`src/rtl/hazard_mc_ctrl_pkg.sv`:
```
// Shared encodings for the hazard unit and its multi-cycle sequencer.
// Op codes, forward selects and sequencer state values.
package hazard_mc_ctrl_pkg;

  typedef enum logic [1:0] {
    MD_NONE = 2'b00,
    MD_MUL  = 2'b01,
    MD_DIV  = 2'b10
  } md_op_e;

  typedef enum logic [1:0] {
    MD_IDLE = 2'b00,
    MD_RUN  = 2'b01,
    MD_DONE = 2'b10
  } md_state_e;

  localparam logic [1:0] FWD_RF = 2'b00;
  localparam logic [1:0] FWD_W  = 2'b01;
  localparam logic [1:0] FWD_M  = 2'b10;

  localparam logic [1:0] HILO_FWD_NONE = 2'b00;
  localparam logic [1:0] HILO_FWD_M    = 2'b01;
  localparam logic [1:0] HILO_FWD_W    = 2'b10;

  // Encoding 11 is reserved and behaves like no operation.
  function automatic logic md_is_op(input logic [1:0] op);
    return (op == MD_MUL) || (op == MD_DIV);
  endfunction

endpackage

```
`src/rtl/md_seq_fsm.sv`:
```
// Multi-cycle MUL/DIV handshake sequencer.
// One-shot start, cancel on flush or watchdog, sticky timeout.
module md_seq_fsm
  import hazard_mc_ctrl_pkg::*;
#(
  parameter int MD_TIMEOUT = 64
) (
  input  logic       clk,
  input  logic       rst,
  input  logic [1:0] md_op_i,
  input  logic       md_ready_i,
  input  logic       ext_stall_i,
  input  logic       flush_exc_i,
  output logic       md_start_o,
  output logic       md_cancel_o,
  output logic       md_busy_o,
  output logic       md_timeout_o,
  output logic       md_wait_o
);

  localparam int CW = (MD_TIMEOUT > 2) ? $clog2(MD_TIMEOUT) : 1;
  localparam logic [CW-1:0] CNT_MAX = CW'(MD_TIMEOUT - 1);

  md_state_e     state_q, state_d;
  logic [CW-1:0] cnt_q, cnt_d;
  logic          to_q, to_d;
  logic          op_v;

  assign op_v = md_is_op(md_op_i);

  // State, watchdog counter and sticky timeout flag.
  always_ff @(posedge clk or negedge rst) begin
    if (!rst) begin
      state_q <= MD_IDLE;
      cnt_q   <= '0;
      to_q    <= 1'b0;
    end else begin
      state_q <= state_d;
      cnt_q   <= cnt_d;
      to_q    <= to_d;
    end
  end

  // Next state and start/cancel pulses; flush beats md_ready.
  always_comb begin
    state_d     = state_q;
    cnt_d       = cnt_q;
    to_d        = to_q;
    md_start_o  = 1'b0;
    md_cancel_o = 1'b0;
    if (flush_exc_i) begin
      state_d     = MD_IDLE;
      cnt_d       = '0;
      md_cancel_o = (state_q == MD_RUN);
    end else begin
      unique case (state_q)
        MD_IDLE: begin
          if (op_v && !to_q) begin
            state_d    = MD_RUN;
            cnt_d      = '0;
            md_start_o = 1'b1;
          end
        end
        MD_RUN: begin
          cnt_d = cnt_q + CW'(1);
          if (md_ready_i) begin
            state_d = MD_DONE;
          end else if (cnt_q == CNT_MAX) begin
            state_d     = MD_IDLE;
            to_d        = 1'b1;
            md_cancel_o = 1'b1;
          end
        end
        MD_DONE: begin
          if (!ext_stall_i) state_d = MD_IDLE;
        end
        default: state_d = MD_IDLE;
      endcase
    end
  end

  assign md_busy_o    = (state_q != MD_IDLE);
  assign md_timeout_o = to_q;
  assign md_wait_o    = ((state_q == MD_IDLE) && op_v && !to_q)
                      || (state_q == MD_RUN);

endmodule

```
`src/rtl/hazard_mc_ctrl.sv`:
```
// Hazard unit: forwarding, stalls and flushes for the 5-stage pipe.
// Multi-cycle op sequencing lives in md_seq_fsm.
module hazard_mc_ctrl
  import hazard_mc_ctrl_pkg::*;
#(
  parameter int REG_AW       = 5,
  parameter int MD_TIMEOUT   = 64,
  parameter int BR_RESOLVE_D = 1
) (
  input  logic              clk,
  input  logic              rst,
  input  logic [REG_AW-1:0] rsD,
  input  logic [REG_AW-1:0] rtD,
  input  logic [REG_AW-1:0] rsE,
  input  logic [REG_AW-1:0] rtE,
  input  logic [REG_AW-1:0] writeregE,
  input  logic [REG_AW-1:0] writeregM,
  input  logic [REG_AW-1:0] writeregW,
  input  logic              regwriteE,
  input  logic              regwriteM,
  input  logic              regwriteW,
  input  logic              memtoregE,
  input  logic              memtoregM,
  input  logic              branchD,
  input  logic              jrD,
  input  logic              balD,
  input  logic              jumpD,
  input  logic              branch_takenE,
  input  logic [1:0]        hilo_weE,
  input  logic [1:0]        hilo_weM,
  input  logic [1:0]        hilo_weW,
  input  logic [1:0]        mdE,
  input  logic              md_ready,
  input  logic              ext_stall,
  input  logic              flush_exc,
  output logic              stallF,
  output logic              stallD,
  output logic              stallE,
  output logic              stallM,
  output logic              flushD,
  output logic              flushE,
  output logic              flushM,
  output logic [1:0]        forwardaE,
  output logic [1:0]        forwardbE,
  output logic              forwardaD,
  output logic              forwardbD,
  output logic [1:0]        forwardhiloE,
  output logic              md_start,
  output logic              md_cancel,
  output logic              md_busy,
  output logic              md_timeout
);

  localparam logic RES_D = (BR_RESOLVE_D != 0);

  logic md_wait;
  logic lwstall;
  logic brstall;
  logic stall_e;
  logic stall_fd;
  logic e_hit;
  logic m_hit;

  md_seq_fsm #(
    .MD_TIMEOUT(MD_TIMEOUT)
  ) u_md (
    .clk         (clk),
    .rst         (rst),
    .md_op_i     (mdE),
    .md_ready_i  (md_ready),
    .ext_stall_i (ext_stall),
    .flush_exc_i (flush_exc),
    .md_start_o  (md_start),
    .md_cancel_o (md_cancel),
    .md_busy_o   (md_busy),
    .md_timeout_o(md_timeout),
    .md_wait_o   (md_wait)
  );

  // GPR and HI/LO forward selects; M wins over W, r0 never forwarded.
  always_comb begin
    forwardaE = FWD_RF;
    forwardbE = FWD_RF;
    if (rsE != '0 && regwriteM && writeregM == rsE)
      forwardaE = FWD_M;
    else if (rsE != '0 && regwriteW && writeregW == rsE)
      forwardaE = FWD_W;
    if (rtE != '0 && regwriteM && writeregM == rtE)
      forwardbE = FWD_M;
    else if (rtE != '0 && regwriteW && writeregW == rtE)
      forwardbE = FWD_W;
    forwardaD = RES_D && rsD != '0
             && regwriteM && writeregM == rsD;
    forwardbD = RES_D && rtD != '0
             && regwriteM && writeregM == rtD;
    forwardhiloE = HILO_FWD_NONE;
    if (hilo_weE == 2'b00) begin
      if (hilo_weM != 2'b00)
        forwardhiloE = HILO_FWD_M;
      else if (hilo_weW != 2'b00)
        forwardhiloE = HILO_FWD_W;
    end
  end

  assign e_hit = regwriteE && writeregE != '0
              && (writeregE == rsD || writeregE == rtD);
  assign m_hit = memtoregM
              && (writeregM == rsD || writeregM == rtD);

  // Load-use and branch-operand stalls.
  always_comb begin
    lwstall = memtoregE && e_hit;
    brstall = RES_D
           && (((branchD || jrD || balD) && e_hit)
            || ((branchD || jrD) && m_hit));
  end

  assign stall_e  = md_wait || ext_stall;
  assign stall_fd = lwstall || brstall || stall_e;

  // Stage holds and bubbles; an exception flush drops every stall.
  always_comb begin
    stallE = stall_e && !flush_exc;
    stallM = ext_stall && !flush_exc;
    stallF = stall_fd && !flush_exc;
    stallD = stall_fd && !flush_exc;
    flushE = flush_exc
          || ((lwstall || brstall || jumpD || (branchD && !balD))
              && !stall_e);
    flushM = flush_exc || (md_wait && !ext_stall);
    flushD = flush_exc
          || (!RES_D && branch_takenE && !stall_e);
  end

endmodule
```
`config.mk`:
```
export PLATFORM = sky130hd
export DESIGN_NAME = hazard_mc_ctrl
export DESIGN_NICKNAME = d
export VERILOG_FILES = /design/src/rtl/hazard_mc_ctrl_pkg.sv /design/src/rtl/md_seq_fsm.sv /design/src/rtl/hazard_mc_ctrl.sv
export SDC_FILE = /design/constraint.sdc
export NUM_CORES = 1
export LEC_CHECK = 0
export ABC_AREA = 1
export CORE_AREA = 2 2 59 61
export CTS_BUF_LIST = sky130_fd_sc_hd__clkbuf_16
export DETAILED_ROUTE_END_ITERATION = 16
export DIE_AREA = 0 0 61 63
export GPL_TIMING_DRIVEN = 1
export PLACE_DENSITY = 0.83
export SLEW_MARGIN = 10
export SYNTH_ARGS = -nofsm -noshare
export SYNTH_HDL_FRONTEND = slang
export SYNTH_SLANG_ARGS = --single-unit
```
`constraint.sdc`:
```
create_clock -name clk -period 2.5 [get_ports clk]
set_clock_uncertainty 0.05 [all_clocks]
set_input_delay 0.5 -clock clk [delete_from_list [all_inputs] [get_ports clk]]
set_output_delay 0.5 -clock clk [all_outputs]
set_load 0.01 [all_outputs]
```
==> impl_metrics.yaml, run 1 <==
run_status:
  status: "finished, final reports clean"
yosys:
  synth_fa_ha_area_share_pct: 0.984
  synth-async-reset-ratio_pct: 100
  yosysWarnings: 0
  synthFlopType: "dfrtp_1"
  muxShareOfSynthArea_pct: 0
  synth_compound_area_share_pct: 14.1
  netlist_area_sq_um: 1270
  syn_area_per_cell_sq_um: 5.60
  synth-simple-area-share_pct: 40.6
  synth.distinct_cells: 29
  synth-edff-count: 0
  yosysSeqAreaShare_pct: 17.7
  synth_top_family_by_area: "simple AND/OR/NAND/NOR gates"
  synth-xor-area-share_pct: 12.4
  synth.ff_latch_count: 9
  syn_inst: 227
  synth_fp_nets: 286
global_routing:
  grt_pass1_wl_mm: 6.79
  first_global_vias: 1678
  grt-ovfl-total: 0
  grt_max_degree: 10
  grt_usage_pct: 22.5
  antenna_found_initial: 0
worst_setup_path:
  required_ps: 1950
  r2r_cells: 6
  arrival_ps: 1870
  r2r-end: "u_md.state_q[0]"
  timing.rr.start: "u_md.state_q[1]"
  cp_max_fo: 3
  r2r_slack_ps: 1020
  start_kind: "primary input"
  path_class: "in -> out"
  end_kind: "output port"
clock_network:
  clock_tree.buffer_depth: 2
  htree_levels: 1
  clk_pin_slew_ps: 40
  root_buffer: "clkbuf_16"
  numClockSinks: 9
  cts_buffers: 3
  cts_tree: "yes"
  clock_latency_ps: 240
timing:
  fin_crit_ps: 2420
  finalHoldWorstSlack_ps: 435
  finalMaxSlewViolations: 0
  fin_crit_sh_pct: 96.9
  clock.fmax_mhz: 413
  relSlewSlack_pct: 72.6
  tightest_slew_ps: 410
  setup_violations: 0
  final_hold_viol_count: 0
  rsz0062_at_grt: "false"
  postLayoutSetupSlackWorst_ps: 77.0
  final.setup.tns_ps: 0
route:
  viasPerCell: 4.74
  drtAntennaViolNets: 0
  dr.pass1.iters: 4
  drt_wl_total_mm: 4.25
  num_vias: 1792
  drtIter0Drc: 86
  drt-wirelength-per-cell_um: 11.3
  post-route-drc-count: 0
placement:
  place_area_sq_um: 2270
  port_buffers: 75
  dp_hpwl_mm: 3.44
  pre_cts_slack_ps: -446
  place.gp.congestion: 0.862
worst_hold_path:
  hold_depth: 1
  holdCritStartpoint: "u_md.cnt_q[3]"
  hold-path-endpoint: "u_md.cnt_q[3]"
  hp-class: "reg -> reg"
floorplanning:
  die-area_sq_um: 3840
  die_y_um: 63
  rows: 21
  initial_core_util_pct: 39.3
  pin_count: 77
  core_sq_um: 3230
  fp.dieW_um: 61
cells_and_area:
  nets: 392
  antenna_cells: 0
  synthToLayoutAreaGrowth_pct: 87.9
  final_area_sq_um: 2390
  drive_above_1_share_pct: 16.3
power_and_ir_drop:
  power.density_nw_per_um2: 291
  ir_drop_mv: 0.189
  power.leakage_uw: 0.00135
flow_run:
  cap_violations: 0
-- logic make-up (layout without fill, tap and decap cells) --
group                    after synthesis  count (layout)
buffers and inverters                 46             151
flip-flops                             9               9
AO/OA/AOI/OAI                         28              28
AND/OR/NAND/NOR                      125             125
XOR/XNOR                              18              18
adder cells (fa/ha/maj)                1               1
-- through the flow --
stage | utilization [%] | instances | total power, uW
3_3_place_gp | 70.2 | 373 | 419
3_5_place_dp | 70.2 | 373 | 424
6_report | 73.9 | 378 | 694
5_1_grt | 73.9 | 378 | 733
2_1_floorplan | - | 227 | 250
4_1_cts | 72.5 | 378 | 693
-- registers in the layout, indices dropped and copies added, names as in the netlist --
| signal | flops |
|---|---|
| u_md.state_q | 2 |
| u_md.md_timeout_o | 1 |
| u_md.cnt_q | 6 |
-- cells in the final DEF (no fill, tap or decap), types with 2 or more instances in the layout --
cell type,count
a21oi_1,6
buf_2,3
buf_4,30
clkbuf_16,3
clkdlybuf4s50_1,37
dfrtp_1,9
dlygate4sd2_1,21
dlymetal6s2s_1,11
inv_1,41
inv_2,3
nand2_1,69
nand3_1,10
nand4_1,4
nor2_1,28
nor2_2,4
nor3_1,4
nor4_4,2
o21ai_0,8
o22ai_1,3
o32ai_1,2
xnor2_1,10
xor2_1,8
-- critical path: stages --
cell and delay, ps:
clkdlybuf4s50_1 540, xnor2_1 130, nand3_1 110, a311oi_1 280, dlygate4sd2_1 310
-- timing repair --
action | CTS | global route
pin swaps | 3 | 4
hold buffers | 0 | 0
buffers inserted | 1 | 0
gates resized for setup | 47 | 16
setup endpoints to repair | 13 | 10
-- synthesized netlist by cell type, types with 2 or more instances --
master / count / area share (%)
nor4_1: 3 / 1.5
xnor2_1: 10 / 6.9
nor2_1: 30 / 8.9
nand2_1: 69 / 20
buf_4: 2 / 1.2
nor3_1: 5 / 2.0
o22ai_1: 3 / 1.5
nand3_1: 10 / 3.9
xor2_1: 8 / 5.5
o32ai_1: 2 / 1.4
nor2_2: 2 / 0.98
inv_2: 2 / 0.59
o21ai_0: 8 / 3.1
dfrtp_1: 9 / 18
nand4_1: 4 / 2.0
a21oi_1: 6 / 2.4
inv_1: 41 / 12
a311oi_1: 2 / 1.4
-- worst max-delay path by stage --
stage	from	endpoint	slack [ps]	depth (start not counted)
2_1_floorplan	writeregM[2]	stallF	470	12
3_3_place_gp	writeregM[0]	stallD	-410	12
3_5_place_dp	writeregM[0]	stallF	-450	12
4_1_cts	u_md.cnt_q[0]	md_cancel	3	6
5_1_grt	rsD[2]	forwardaD	5	5
6_report	rsD[2]	forwardaD	80	5
-- report_power, final --
| group | switching, uW | total [uW] | internal, uW |
|---|---|---|---|
| sequential | 0.000000000000138 | 146 | 146 |
| clock | 71.8 | 281 | 209 |
| combinational | 121 | 267 | 146 |
-- layer usage --
metal / routed length, um / track usage (%) / vias up
met5: 0 / 0 / -
met4: 114 / 9.24 / 0
met3: 210 / 2.48 / 11
met2: 2150 / 39.1 / 63
met1: 1780 / 27.1 / 789
li1: - / - / 929
-- layout make-up --
type / instances / area (sq um)
clock inverter: 1 / 3.75
fill: 271 / 843
inverter: 43 / 161
clock buffer: 3 / 75.1
timing repair buffer: 104 / 948
sequential: 9 / 225
tap: 46 / 57.6
multi-input combinational: 172 / 917
Power figures use the tool's default switching activity.
==> inputs of run 2 (changes only) <==
--- a/config.mk
+++ b/config.mk
@@ -6,10 +6,10 @@
 export NUM_CORES = 1
 export LEC_CHECK = 0
 export ABC_AREA = 1
-export CORE_AREA = 2 2 59 61
+export CORE_AREA = 2 2 53 68
 export CTS_BUF_LIST = sky130_fd_sc_hd__clkbuf_16
 export DETAILED_ROUTE_END_ITERATION = 16
-export DIE_AREA = 0 0 61 63
+export DIE_AREA = 0 0 55 70
 export GPL_TIMING_DRIVEN = 1
 export PLACE_DENSITY = 0.83
 export SLEW_MARGIN = 10
==> run 2 against run 1 <==
  * First-iteration DRC count down 52%
  * Combinational power up 3%
  * Power up 2.3%
  * Largest cell class unchanged
==> impl_metrics.yaml, run 2 (synthesis results as in run 1) <==
worst_setup_path:
  required_ps: 1950
  r2r_slack_ps: 1030
  cp_max_fo: 3
  path_class: "in -> out"
  end_kind: "output port"
  arrival_ps: 1880
  start_kind: "primary input"
clock_network:
  htree_levels: 1
  clock_latency_ps: 240
  cts_buffers: 3
  post_cts_buffers: 0
  cts_tree: "yes"
  clk_pin_slew_ps: 40
  numClockSinks: 9
  holdBufCountCts: 0
  clock_tree.buffer_depth: 2
  root_buffer: "clkbuf_16"
floorplanning:
  die-area_sq_um: 3850
  pin_count: 77
  core_sq_um: 3300
  die_y_um: 70
  fp.dieW_um: 55
  initial_core_util_pct: 38.5
  rows: 24
power_and_ir_drop:
  p_sw_uw: 200
  p_comb_share_pct: 38.7
  switching_share_pct: 28.2
  ir_drop_mv: 0.394
  power.density_nw_per_um2: 295
  clock_power_share_pct: 40.7
  power_frac_seq_pct: 20.6
  power.leakage_uw: 0.00138
  p_int_uw: 510
cells_and_area:
  drive_above_1_share_pct: 17.7
  antenna_cells: 0
  synthToLayoutAreaGrowth_pct: 89.2
  largest_register_ffs: 6
  instances_no_fill: 373
  nets: 394
  layout_commonest_cell: "nand2_1"
  final_cell_mix: "69 x nand2_1, 40 x inv_1, 37 x clkdlybuf4s50_1"
  largest-register: "u_md.cnt_q"
  final_area_sq_um: 2400
timing:
  finalMaxSlewViolations: 0
  tightest_slew_ps: 409
  fin_crit_sh_pct: 97.3
  fin_crit_ps: 2430
  final_hold_viol_count: 0
  clock.fmax_mhz: 411
  final.setup.tns_ps: 0
  relSlewSlack_pct: 72.7
  setup_violations: 0
worst_hold_path:
  hp-class: "reg -> reg"
global_routing:
  grt_pass1_wl_mm: 6.61
  grt-ovfl-total: 0
  first_global_vias: 1683
  grt_max_degree: 10
  grt_usage_pct: 22.6
  antenna_found_initial: 0
route:
  post-route-drc-count: 0
  viasPerCell: 4.87
  drtAntennaViolNets: 0
  drt-wirelength-per-cell_um: 11.8
  num_vias: 1816
  dr.pass1.iters: 4
  drt_wl_total_mm: 4.40
  drtIter0Drc: 41
placement:
  dp_hpwl_mm: 3.48
  dp_cells: 369
  place.gp.congestion: 0.821
  place_area_sq_um: 2280
  port_buffers: 75
flow_run:
  cap_violations: 0
run_status:
  status: "finished, final reports clean"
run 2: routing by layer:
metal	global-route usage, %	vias up	wire [um]
li1	-	928	-
met1	23.3	803	1670
met2	43.0	77	2360
met3	5.13	8	303
met4	5.15	0	70
met5	0	-	0
run 2: final cells by class:
type,count,area [sq um]
Timing Repair Buffer,106,975
Multi-Input combinational cell,172,915
Fill cell,260,898
Sequential cell,9,225
Inverter,43,161
Clock buffer,3,75.1
Tap cell,39,48.8
Clock inverter,1,5.00
run 2: worst paths after layout:
check                           startpoint         endpoint  depth (start not counted)
max                                 rsE[3]     forwardaE[1]                          7
max reg2reg                u_md.state_q[1]    u_md.cnt_q[3]                          7
min in group asynchronous              rst  u_md.state_q[1]                          1
max in group asynchronous              rst    u_md.cnt_q[0]                          1
min                          u_md.cnt_q[3]    u_md.cnt_q[3]                          1
min reg2reg                  u_md.cnt_q[3]    u_md.cnt_q[3]                          1
run 2: critical path, stage by stage:
cell and delay, ps:
clkdlybuf4s50_1 530, buf_4 140, o22ai_1 50, nor2_1 80, nand3_1 90, nor2_1 190, dlygate4sd2_1 290
run 2: timing repair:
action | CTS | global route
endpoints found under the hold margin | 0 | 0
setup endpoints to repair | 12 | 9
gates resized for setup | 35 | 28
pin swaps | 2 | 4
run 2: power by group through the flow:
stage / clock [uW] / sequential [uW] / combinational (uW)
2_1_floorplan: 0 / 148 / 101
3_3_place_gp: 0 / 148 / 275
3_5_place_dp: 0 / 148 / 280
4_1_cts: 288 / 146 / 269
5_1_grt: 302 / 146 / 302
6_report: 289 / 146 / 275
run 2: metrics by stage:
| stage | hold WS, ps | power (uW) | util, % | setup WS [ps] |
|---|---|---|---|---|
| after detailed placement | 447 | 428 | 69.1 | -450 |
| after global placement | 425 | 424 | 69.1 | -432 |
| after CTS | 456 | 703 | 70.8 | 3.38 |
| after global routing | 489 | 750 | 72.8 | -20.2 |
| final | 450 | 710 | 72.8 | 67.2 |
| after floorplan | 154 | 250 | - | 471 |
==> inputs of run 3 (changes only) <==
--- a/config.mk
+++ b/config.mk
@@ -6,12 +6,11 @@
 export NUM_CORES = 1
 export LEC_CHECK = 0
 export ABC_AREA = 1
-export CORE_AREA = 2 2 53 68
+export CORE_AREA = 2 2 51 71
 export CTS_BUF_LIST = sky130_fd_sc_hd__clkbuf_16
 export DETAILED_ROUTE_END_ITERATION = 16
-export DIE_AREA = 0 0 55 70
-export GPL_TIMING_DRIVEN = 1
-export PLACE_DENSITY = 0.83
+export DIE_AREA = 0 0 53 73
+export PLACE_DENSITY = 0.82
 export SLEW_MARGIN = 10
 export SYNTH_ARGS = -nofsm -noshare
 export SYNTH_HDL_FRONTEND = slang
==> run 3 against run 2 <==
  * Clock power shrank 3%
  * Cell count shrank 0.80%
  * Sequential share of layout area grew 0.16 points
  * Register-to-register slack gained 20 ps
  * Combinational power shrank 2%
  * Setup slack lost 37 ps
  * Count of clock-buffer cells in the layout is the same
  * First-iteration DRC count grew 17%
  * Core utilization shrank 0.80 points
  * Power shrank 1.9%
  * Non-clock buffer count shrank 4
  * Flip-flop and latch count is the same
  * Critical path type unchanged
  * Critical endpoint is now stallM
  * Largest power group unchanged
==> impl_metrics.yaml, run 3 (synthesis results as in run 1) <==
power_and_ir_drop:
  power_frac_seq_pct: 21.0
  power.density_nw_per_um2: 294
  clock_power_share_pct: 40.3
  finalPower_uw: 696
  switching_share_pct: 27.9
  p_sw_uw: 194
  p_comb_share_pct: 38.6
  p_int_uw: 502
  power.leakage_uw: 0.00137
  ir_drop_mv: 0.354
route:
  viasPerCell: 4.96
  num_vias: 1836
  post-route-drc-count: 0
  drtAntennaViolNets: 0
  dr.pass1.iters: 4
  drt_wl_total_mm: 4.39
  drtIter0Drc: 48
  drt-wirelength-per-cell_um: 11.9
global_routing:
  grt_usage_pct: 24.1
  grt_max_degree: 10
  grt-ovfl-total: 0
  grt_pass1_wl_mm: 7.02
  antenna_found_initial: 0
  first_global_vias: 1802
clock_network:
  holdBufCountCts: 0
  cts_tree: "yes"
  clock_latency_ps: 240
  clk_pin_slew_ps: 40
  cts_buffers: 3
  root_buffer: "clkbuf_16"
  numClockSinks: 9
  clock_tree.buffer_depth: 2
  post_cts_buffers: 0
  htree_levels: 1
cells_and_area:
  final_area_sq_um: 2360
  fin_util_pct: 72.0
  drive_above_1_share_pct: 14.8
  antenna_cells: 0
  layout_commonest_cell: "nand2_1"
  largest_register_ffs: 6
  nets: 390
  largest-register: "u_md.cnt_q"
  instances_no_fill: 370
  final_cell_mix: "69 x nand2_1, 42 x inv_1, 39 x clkdlybuf4s50_1"
  synthToLayoutAreaGrowth_pct: 86.0
placement:
  dp_hpwl_mm: 3.58
  port_buffers: 75
  dp_cells: 366
  place.gp.congestion: 0.855
  place_area_sq_um: 2250
timing:
  final_hold_viol_count: 0
  clock.fmax_mhz: 405
  relSlewSlack_pct: 71.6
  fin_crit_ps: 2470
  fin_crit_sh_pct: 98.8
  tightest_slew_ps: 425
  finalMaxSlewViolations: 0
  setup_violations: 0
  finalHoldWorstSlack_ps: 441
floorplanning:
  pin_count: 77
  initial_core_util_pct: 38.7
  die_y_um: 73
  rows: 25
  fp.dieW_um: 53
  core_sq_um: 3280
  die-area_sq_um: 3870
flow_run:
  cap_violations: 0
worst_setup_path:
  path_class: "in -> out"
  end_kind: "output port"
  start_kind: "primary input"
  cp_max_fo: 5
  required_ps: 1950
  arrival_ps: 1920
run_status:
  status: "finished, final reports clean"
worst_hold_path:
  hp-class: "reg -> reg"
## run 3: power by group through the flow
| stage | Sequential [uW] | Clock, uW | Combinational (uW) |
|---|---|---|---|
| 3_3_place_gp | 148 | 0 | 271 |
| 6_report | 146 | 281 | 269 |
| 4_1_cts | 146 | 285 | 269 |
| 5_1_grt | 146 | 289 | 297 |
| 3_5_place_dp | 148 | 0 | 276 |
| 2_1_floorplan | 148 | 0 | 101 |
## run 3: through the flow
| step | TNS [ps] | setup slack [ps] |
|---|---|---|
| global placement | -3690 | -435 |
| detailed placement | -3870 | -469 |
| CTS | 0 | 1.96 |
| finish | 0 | 30.1 |
| floorplan | 0 | 471 |
| global route | -10.3 | -10.3 |
## run 3: worst paths after layout
kind	start	end	slack (ps)	depth (start not counted)
setup / recovery	flush_exc	stallM	30	4
hold reg to reg	u_md.cnt_q[3]	u_md.cnt_q[3]	440	1
max in group asynchronous	rst	u_md.md_timeout_o	1590	1
hold / removal	u_md.cnt_q[3]	u_md.cnt_q[3]	440	1
setup reg to reg	u_md.md_timeout_o	u_md.cnt_q[1]	1050	8
min in group asynchronous	rst	u_md.cnt_q[4]	520	1
## run 3: what timing repair did
item,4_1_cts,5_1_grt
setup endpoints to repair,13,12
gates resized for setup,36,23
pin swaps,1,3
## run 3: worst max-delay path, cell delays in order
cell and delay, ps:
clkdlybuf4s50_1 470, buf_4 190, nor2_2 190, clkdlybuf4s50_1 570
## run 3: layout make-up
class,count,area (sq um)
clock buffer,3,75.1
clock inverter,1,3.75
fill,288,920
inverter,43,161
multi-input combinational,172,910
sequential,9,225
tap,40,50.0
timing repair buffer,102,940
## run 3: metal layers
layer	wire length [um]	global-route usage, %
met5	0	0
met4	108	10.3
met3	231	2.87
met2	2530	48.9
met1	1520	22.8
